$ cat src/rtl/imm_gen_pipe.sv
// imm_gen_pipe
//   Decodes the immediate field of a raw RV32 instruction word and delivers
//   it through a registered, two-entry skid buffer with valid/ready
//   handshakes on both sides. A 16-bit saturating counter tracks completed
//   output handshakes.
//
// Ports
//   clk, rst_n         single clock, synchronous active-low reset
//   in_valid/in_ready  upstream handshake; in_instr + in_tag are the payload
//   out_valid/out_ready downstream handshake
//   out_imm            XLEN-bit extended immediate
//   out_fmt            0 NONE, 1 I, 2 S, 3 B, 4 U, 5 J, 6 Z (CSR zimm)
//   out_illegal        opcode not recognised
//   out_tag            tag travelling with the entry on out_imm
//   clr_count          synchronous clear of out_count (wins over increment)
//   out_count          saturating count of output handshakes
module imm_gen_pipe #(
  parameter int XLEN  = 32,
  parameter int TAG_W = 5
) (
  input  logic             clk,
  input  logic             rst_n,
  input  logic             in_valid,
  output logic             in_ready,
  input  logic [31:0]      in_instr,
  input  logic [TAG_W-1:0] in_tag,
  output logic             out_valid,
  input  logic             out_ready,
  output logic [XLEN-1:0]  out_imm,
  output logic [2:0]       out_fmt,
  output logic             out_illegal,
  output logic [TAG_W-1:0] out_tag,
  input  logic             clr_count,
  output logic [15:0]      out_count
);

  typedef enum logic [1:0] {
    ST_EMPTY = 2'd0,
    ST_ONE   = 2'd1,
    ST_TWO   = 2'd2
  } state_t;

  localparam logic [2:0] FMT_NONE = 3'd0;
  localparam logic [2:0] FMT_I    = 3'd1;
  localparam logic [2:0] FMT_S    = 3'd2;
  localparam logic [2:0] FMT_B    = 3'd3;
  localparam logic [2:0] FMT_U    = 3'd4;
  localparam logic [2:0] FMT_J    = 3'd5;
  localparam logic [2:0] FMT_Z    = 3'd6;

  typedef struct packed {
    logic [XLEN-1:0]  imm;
    logic [2:0]       fmt;
    logic             ill;
    logic [TAG_W-1:0] tag;
  } entry_t;

  // Every signed format is first assembled as a 32-bit signed value and then
  // widened by a signed cast, so XLEN=64 sign-extends from instr[31] for all
  // of them (U included). zimm is the only zero-extended field.
  function automatic entry_t decode(input logic [31:0] i, input logic [TAG_W-1:0] t);
    entry_t             e;
    logic signed [31:0] s32;
    e.tag = t;
    e.ill = 1'b0;
    e.fmt = FMT_NONE;
    e.imm = '0;
    s32   = '0;
    case (i[6:0])
      7'b0000011, 7'b0010011, 7'b1100111: begin
        e.fmt = FMT_I;
        s32   = {{20{i[31]}}, i[31:20]};
      end
      7'b0100011: begin
        e.fmt = FMT_S;
        s32   = {{20{i[31]}}, i[31:25], i[11:7]};
      end
      7'b1100011: begin
        e.fmt = FMT_B;
        s32   = {{19{i[31]}}, i[31], i[7], i[30:25], i[11:8], 1'b0};
      end
      7'b0010111, 7'b0110111: begin
        e.fmt = FMT_U;
        s32   = {i[31:12], 12'b0};
      end
      7'b1101111: begin
        e.fmt = FMT_J;
        s32   = {{11{i[31]}}, i[31], i[19:12], i[20], i[30:21], 1'b0};
      end
      7'b1110011: e.fmt = FMT_Z;
      default:    e.ill = 1'b1;
    endcase
    if (e.fmt == FMT_Z) e.imm = XLEN'({27'b0, i[19:15]});
    else                e.imm = XLEN'(s32);
    return e;
  endfunction

  state_t      state_q, state_d;
  entry_t      out_q, out_d;
  entry_t      skid_q, skid_d;
  logic [15:0] cnt_q, cnt_d;
  entry_t      dec;
  logic        acc, deq;

  assign in_ready    = rst_n && (state_q != ST_TWO);
  assign out_valid   = (state_q != ST_EMPTY);
  assign out_imm     = out_q.imm;
  assign out_fmt     = out_q.fmt;
  assign out_illegal = out_q.ill;
  assign out_tag     = out_q.tag;
  assign out_count   = cnt_q;

  always_comb begin
    dec     = decode(in_instr, in_tag);
    acc     = in_valid && in_ready;
    deq     = out_valid && out_ready;
    state_d = state_q;
    out_d   = out_q;
    skid_d  = skid_q;
    case (state_q)
      ST_EMPTY: begin
        if (acc) begin
          out_d   = dec;
          state_d = ST_ONE;
        end
      end
      ST_ONE: begin
        if (acc && !deq) begin
          skid_d  = dec;
          state_d = ST_TWO;
        end else if (!acc && deq) begin
          state_d = ST_EMPTY;
        end else if (acc && deq) begin
          out_d   = dec;
        end
      end
      ST_TWO: begin
        // in_ready is low here, so only the drain side can move.
        if (deq) begin
          out_d   = skid_q;
          state_d = ST_ONE;
        end
      end
      default: state_d = ST_EMPTY;
    endcase

    if (clr_count)                  cnt_d = '0;
    else if (deq && cnt_q != 16'hFFFF) cnt_d = cnt_q + 16'd1;
    else                            cnt_d = cnt_q;
  end

  always_ff @(posedge clk) begin
    if (!rst_n) begin
      state_q <= ST_EMPTY;
      out_q   <= '0;
      cnt_q   <= '0;
    end else begin
      state_q <= state_d;
      out_q   <= out_d;
      cnt_q   <= cnt_d;
    end
  end

  // Skid contents are only observable after a move to ST_TWO, so they need
  // no reset value.
  always_ff @(posedge clk) begin
    skid_q <= skid_d;
  end

endmodule

$ cat config.mk
export PLATFORM = sky130hd
export DESIGN_NAME = imm_gen_pipe
export DESIGN_NICKNAME = d
export VERILOG_FILES = /design/src/rtl/imm_gen_pipe.sv
export SDC_FILE = /design/constraint.sdc
export NUM_CORES = 1
export LEC_CHECK = 0
export ABC_CLOCK_PERIOD_IN_PS = 3300
export BUFFER_PORTS_ARGS = -buffer_cell sky130_fd_sc_hd__buf_4
export CAP_MARGIN = 40
export CORE_MARGIN = 2
export CORE_UTILIZATION = 41
export CTS_CLUSTER_SIZE = 10
export DETAILED_ROUTE_END_ITERATION = 8
export GPL_ROUTABILITY_DRIVEN = 0
export SLEW_MARGIN = 15
export SYNTH_ARGS = -nofsm -noshare
export SYNTH_HDL_FRONTEND = slang
export SYNTH_SLANG_ARGS = --single-unit
export TNS_END_PERCENT = 100
$ cat constraint.sdc
create_clock -name clk -period 3.3 [get_ports clk]
set_input_delay 0.495 -clock clk [delete_from_list [all_inputs] [get_ports clk]]
set_output_delay 0.495 -clock clk [all_outputs]
set_load 0.05 [all_outputs]
==> key figures, run 1 <==
Global route
  – Vias in the first global route: 4032
  – First-pass GRT wire length: 21200 µm
  – Initial antenna violation count: 0
  – Congestion Overflow GR: 0
  – Largest net degree at the start of global routing: 53
  – Overall Global Routing Usage: 20.8%

STA
  – Final hold viol count: 0
  – Layout Skew: 0.00463 ns
  – Final Max Slew Viols: 0
  – Crit share post-route: 78.2%
  – Crit path time final: 2.58 ns
  – Setup TNS: 0 ns
  – Final setup viols: 0
  – RSZ-0062 raised after global routing: no
  – Fmax: 0.388 GHz
  – Worst slew margin: 42.4%
  – Worst-Margin Slew: 0.857 ns
  – Setup WS post-layout: 0.720 ns
  – Worst hold margin: 0.335 ns

Floorplan
  – Die ar.: 0.0128 mm²
  – Io pins: 101
  – Die X: 113 µm
  – Die Y: 113 µm
  – Core box area: 0.0115 mm²
  – Initial Util: 42.3%
  – # rows: 39

Critical path
  – Worst endpoint required time: 3.57 ns
  – Reg2reg setup slack: 0.72 ns
  – WP buf/inv: 3
  – Worst Path Max Fanout: 21
  – CP arrival: 2.85 ns
  – CP Launch Type: flip-flop
  – CP Cell Sequence: buf_4 > o21ai_2 > inv_1 > ha_1 > nor4b_1 > o22a_1 > buf_4 > nand2_1 > o221ai_1
  – CP max stage delay: 0.48 ns
  – Delay-heaviest family, CP: compound AO/OA/AOI/OAI gates
  – Crit-path slowest cell: nor4b_1
  – Crit path capture type: flip-flop
  – Worst setup path class: flip-flop to flip-flop
  – Crit path top cell by count: buf_4

Yosys
  – Netlist cell types: 61
  – Ys flop type: dfxtp_1
  – Synthesized net count: 569
  – Post-synth EDFFs: 41
  – Dominant cells by area after synthesis: edfxtp_1 (25%), dfxtp_1 (24%), nand2_1 (4.6%)
  – Synth Register Bits: 100
  – Cell taking the most area after synthesis: edfxtp_1
  – Synth top cells by count: nand2_1 (60), dfxtp_1 (59), edfxtp_1 (41)
  – YS warnings: 0
  – FFs w/ async S/R, synth: 0%
  – Post-synth top area share: 25.3%
  – Avg Inst Size Synth: 9.32 µm²
  – Post-Synthesis Cells: 523
  – Mapped Area: 0.00488 mm²
  – Sequential area share after synthesis: 49.5%
  – Most common cell in the netlist: nand2_1

Finish
  – Layout cells sized above 1: 22.8%
  – Post-route insts no fill: 756
  – Final core occ: 52.6%
  – Fin area: 0.00605 mm²
  – Area of the multi-input gates: 0.00222 mm²
  – Register area: 0.00241 mm²
  – Fill cell total of the finished layout: 1072
  – # diodes: 0
  – Area grow syn2layout: 24.1%
  – Nets: 654

Clocking
  – Hold buffer count at CTS: 0
  – Post-CTS sizing: 0
  – Worst-skew pair later-pin latency: 0.35 ns
  – CTS max path bufs: 2
  – Clock Pin Slew Worst Setup and Hold Paths: 0.07 ns
  – Htree depth: 3
  – Clock buffer count from CTS: 9
  – CTS tree: built
  – Post-CTS setup repair buffer count: 0
  – Root Driver: clkbuf_16
  – Clock Sinks: 100

Pwr
  – Sw Share: 27.9%
  – Flop pwr share: 46.9%
  – PD cells: 473 mW/mm²
  – Int Pwr: 2.06 mW
  – Leakage: 2.56 nW
  – Peak supply drop: 0.242 mV
  – Clk pwr share: 37.7%
  – Logic pwr share: 15.4%
  – Switch Pwr: 0.800 mW
  – Total power: 2.86 mW

Place
  – Cells after DPL: 740
  – PortBufs: 100
  – Detail Placement HPWL: 9210 µm
  – Placement Setup Slack: 0.709 ns
  – Placed cell areas: 0.00575 mm²

Detailed routing
  – Drt total wl: 13300 µm
  – DRC violations left: 6
  – DR WL/cell: 17.5 µm
  – DRT iter0 DRCs: 405
  – Remaining antenna violation count: 0
  – Post-DR vias/cell: 5.80
  – Initial DRT Pass Iterations: 7
  – Routed vias: 4386

Outcome
  – Status: finished, violations left
  – Violated checks: design-rule violations

Run
  – Maximum Capacitance Violations: 0

Min path
  – Hold crit path type: input pin to flip-flop
-- per-layer routing --
| metal | vias to the layer above | global-route usage (%) | wire length (µm) |
|---|---|---|---|
| met5 | - | 0 | 0 |
| met4 | 0 | 6.34 | 166 |
| met3 | 11 | 4.02 | 865 |
| met2 | 151 | 32.2 | 6180 |
| met1 | 2102 | 29.7 | 6050 |
| li1 | 2122 | - | - |
-- final timing paths --
path,to,cells past startpoint,start
min reg2reg,out_imm[16],2,out_imm[16]
max reg2reg,out_imm[1],9,state_q[1]
max,out_imm[1],9,state_q[1]
min,skid_q[3],1,in_tag[3]
-- cells in the final DEF, fill, tap and decap left out, drive strengths merged, types with 5 or more instances in the layout --
| master | count |
|---|---|
| a21boi | 8 |
| clkbuf | 10 |
| nand2 | 60 |
| and3 | 5 |
| a21oi | 40 |
| or4 | 6 |
| o21ai | 21 |
| o221ai | 5 |
| o211ai | 13 |
| and2 | 10 |
| o31ai | 11 |
| or3 | 5 |
| edfxtp | 41 |
| nand3 | 33 |
| inv | 27 |
| nor2b | 11 |
| nand4 | 6 |
| a21o | 9 |
| o2111ai | 12 |
| a31oi | 15 |
| buf | 113 |
| nor2 | 25 |
| o211a | 6 |
| dfxtp | 59 |
-- power groups by stage --
stage	Sequential, mW	Combinational [mW]	Clock, mW
final	1.34	0.441	1.08
after global routing	1.35	0.476	1.14
after CTS	1.34	0.442	1.10
after detailed placement	1.37	0.441	0
after global placement	1.37	0.436	0
after floorplan	1.47	0.182	0
-- registers in the layout, indices dropped and copies added, names as in the netlist --
signal	count
skid_q	41
out_imm	32
out_count	16
out_tag	5
out_fmt	3
state_q	2
out_illegal	1
-- area by class of cell --
type                       instances  area share, %
timing repair buffer             113           14.0
multi-input combinational        359           36.6
sequential                       100           39.9
inverter                          25           1.55
tap                              143           2.96
clock buffer                      10           3.78
clock inverter                     6           1.20
-- logic make-up after synthesis --
family / after synthesis / synth area share [%]
buf+inv: 64 / 5.26
mux: 3 / 0.642
compound gates: 164 / 23.4
fa+ha+maj: 4 / 1.03
simple gates: 188 / 20.2
flops: 100 / 49.5
-- worst register-to-register path, stage by stage, from the launching register on --
cell	delay [ns]
dfxtp_1	0.32
buf_4	0.20
o21ai_2	0.31
inv_1	0.16
ha_1	0.22
nor4b_1	0.48
o22a_1	0.23
buf_4	0.21
nand2_1	0.17
o221ai_1	0.21
No activity file was read; power rests on OpenSTA's default activity.
==> run 2, diff against run 1 <==
--- a/config.mk
+++ b/config.mk
@@ -5,7 +5,7 @@
 export SDC_FILE = /design/constraint.sdc
 export NUM_CORES = 1
 export LEC_CHECK = 0
-export ABC_CLOCK_PERIOD_IN_PS = 3300
+export ABC_CLOCK_PERIOD_IN_PS = 2500
 export BUFFER_PORTS_ARGS = -buffer_cell sky130_fd_sc_hd__buf_4
 export CAP_MARGIN = 40
 export CORE_MARGIN = 2
==> constraint.sdc (replaced) <==
create_clock -name clk -period 2.5 [get_ports clk]
set_input_delay 0.375 -clock clk [delete_from_list [all_inputs] [get_ports clk]]
set_output_delay 0.375 -clock clk [all_outputs]
set_load 0.05 [all_outputs]
==> run 2 against run 1 <==
Effect of this change:
- critical path type unchanged
- the run still ends with design-rule violations left
- utilization rose by 0.63 points
- clock power rose by 38%
- sequential share of layout area fell by 0.47 points
==> key figures, run 2 (same netlist as run 1, synthesis figures left out) <==
Finish
  – # diodes: 0
  – Post-route insts no fill: 762
  – Most frequent cells in the layout: buf_4 (118), nand2_1 (60), dfxtp_1 (59)
  – Commonest non-fill, non-tap cell in the layout: buf_4
  – Max reg flops: 41
  – Top reg by flops: skid_q
  – Area grow syn2layout: 25.6%
  – Layout cells sized above 1: 23.7%
  – Nets: 660

STA
  – Setup WS post-layout: 0.206 ns
  – RSZ-0062 raised after global routing: no
  – Fmax: 0.436 GHz
  – Crit share post-route: 91.8%
  – Final setup viols: 0
  – Layout Skew: 0.00466 ns
  – Final hold viol count: 0
  – Worst slew margin: 51.1%
  – Final Max Slew Viols: 0
  – Setup TNS: 0 ns
  – Worst-Margin Slew: 0.727 ns
  – Worst hold margin: 0.211 ns
  – Crit path time final: 2.29 ns

Clocking
  – Clock Sinks: 100
  – Htree depth: 3
  – Hold buffer count at CTS: 0
  – Clock buffer count from CTS: 9
  – Post-CTS setup repair buffer count: 0
  – Post-CTS sizing: 0
  – Root Driver: clkbuf_16
  – Worst-skew pair later-pin latency: 0.35 ns
  – CTS tree: built
  – Clock Pin Slew Worst Setup and Hold Paths: 0.07 ns
  – CTS max path bufs: 2

Critical path
  – Reg2reg setup slack: 0.21 ns
  – Worst endpoint required time: 2.77 ns
  – Crit-path slowest cell: nor4b_2
  – Crit path top cell by count: nand2_1
  – R2r endpoint: out_imm[1]
  – Worst Reg-to-Reg Cells: 10
  – Worst setup path class: flip-flop to flip-flop
  – CP arrival: 2.56 ns
  – Crit path capture type: flip-flop
  – CP Launch Type: flip-flop
  – Worst Path Max Fanout: 23
  – CP Cell Sequence: nand2b_1 > and2_4 > nand2_1 > inv_1 > ha_1 > nor4b_2 > o22a_1 > buf_12 > nand2_1 > o221ai_1
  – RR Startpoint: state_q[1]
  – CP max stage delay: 0.40 ns

Place
  – Detail Placement HPWL: 9340 µm
  – Cells after DPL: 746
  – Placement Setup Slack: 0.221 ns
  – PortBufs: 100

Detailed routing
  – DR WL/cell: 17.7 µm
  – Drt total wl: 13500 µm
  – Remaining antenna violation count: 0
  – Initial DRT Pass Iterations: 6
  – DRT iter0 DRCs: 363
  – Routed vias: 4357
  – DRC violations left: 6
  – Post-DR vias/cell: 5.72

Global route
  – Vias in the first global route: 4187
  – First-pass GRT wire length: 21800 µm
  – Initial antenna violation count: 0
  – Congestion Overflow GR: 0
  – Largest net degree at the start of global routing: 53
  – Overall Global Routing Usage: 21.6%

Pwr
  – Clk pwr share: 38.5%
  – Logic pwr share: 15.6%
  – Peak supply drop: 0.301 mV
  – Flop pwr share: 45.9%
  – PD cells: 630 mW/mm²
  – Leakage: 2.62 nW
  – Int Pwr: 2.82 mW
  – Switch Pwr: 1.04 mW
  – Sw Share: 26.9%

Outcome
  – Status: finished, violations left
  – Violated checks: design-rule violations

Floorplan
  – Io pins: 101
  – Initial Util: 42.3%
  – # rows: 39
  – Die Y: 113 µm
  – Core box area: 0.0115 mm²
  – Die ar.: 0.0128 mm²
  – Die X: 113 µm

Min path
  – Hold Crit Depth: 1
  – Worst hold start: in_tag[0]
  – Hold crit path type: input pin to flip-flop
  – Hold EP: skid_q[0]

Run
  – Maximum Capacitance Violations: 0
-- run 2: cell count changes in the layout (fill, tap and decap cells not counted), sizes merged --
| cell | before | now |
|---|---|---|
| clkinv | 0 | 4 |
| clkinvlp | 3 | 0 |
| buf | 113 | 119 |
| inv | 27 | 25 |
| bufinv | 1 | 2 |
-- run 2: final cells by class --
type / instances / area (µm²)
sequential: 100 / 2410
timing repair buffer: 119 / 906
tap: 143 / 179
inverter: 25 / 93.8
clock buffer: 10 / 229
clock inverter: 6 / 78.8
fill: 1080 / 5390
multi-input combinational: 359 / 2230
-- run 2: worst max-delay path, delay by kind of cell, from the launching register on --
family / cells / cell delay [ns]
and+or+nand+nor: 5 / 0.90
AOI/OAI and AO/OA: 2 / 0.48
DFF: 1 / 0.38
buffers and inverters: 2 / 0.24
adders and majority gates: 1 / 0.22
-- run 2: power groups by stage --
stage	sequential (mW)	clock (mW)	combinational [mW]
floorplan	1.94	0	0.242
global placement	1.81	0	0.596
detailed placement	1.81	0	0.602
CTS	1.77	1.51	0.603
global route	1.77	1.57	0.647
finish	1.77	1.49	0.602
-- run 2: per-layer routing --
metal / global-route usage, % / part of all wire [%]
met2: 33.3 / 46
met1: 30.0 / 46
met5: 0 / 0
met4: 7.15 / 1.6
met3: 5.20 / 5.9
-- run 2: worst max-delay path by stage --
stage,start,endpoint,slack (ns),depth (start not counted)
2_1_floorplan,state_q[1],out_imm[21],0.05,13
3_3_place_gp,rst_n,out_imm[4],0.30,10
3_5_place_dp,rst_n,out_imm[1],0.22,10
4_1_cts,state_q[1],out_imm[1],0.21,10
5_1_grt,state_q[1],out_imm[4],0.02,10
6_report,state_q[1],out_imm[1],0.21,10
-- run 2: stage by stage --
stage	total power [mW]	utilization (%)	instance area (µm²)
after floorplan	2.18	-	4890
after global routing	4.00	53.2	6120
final	3.86	53.2	6120
after global placement	2.40	50.5	5820
after detailed placement	2.41	50.5	5820
after CTS	3.88	53.2	6120
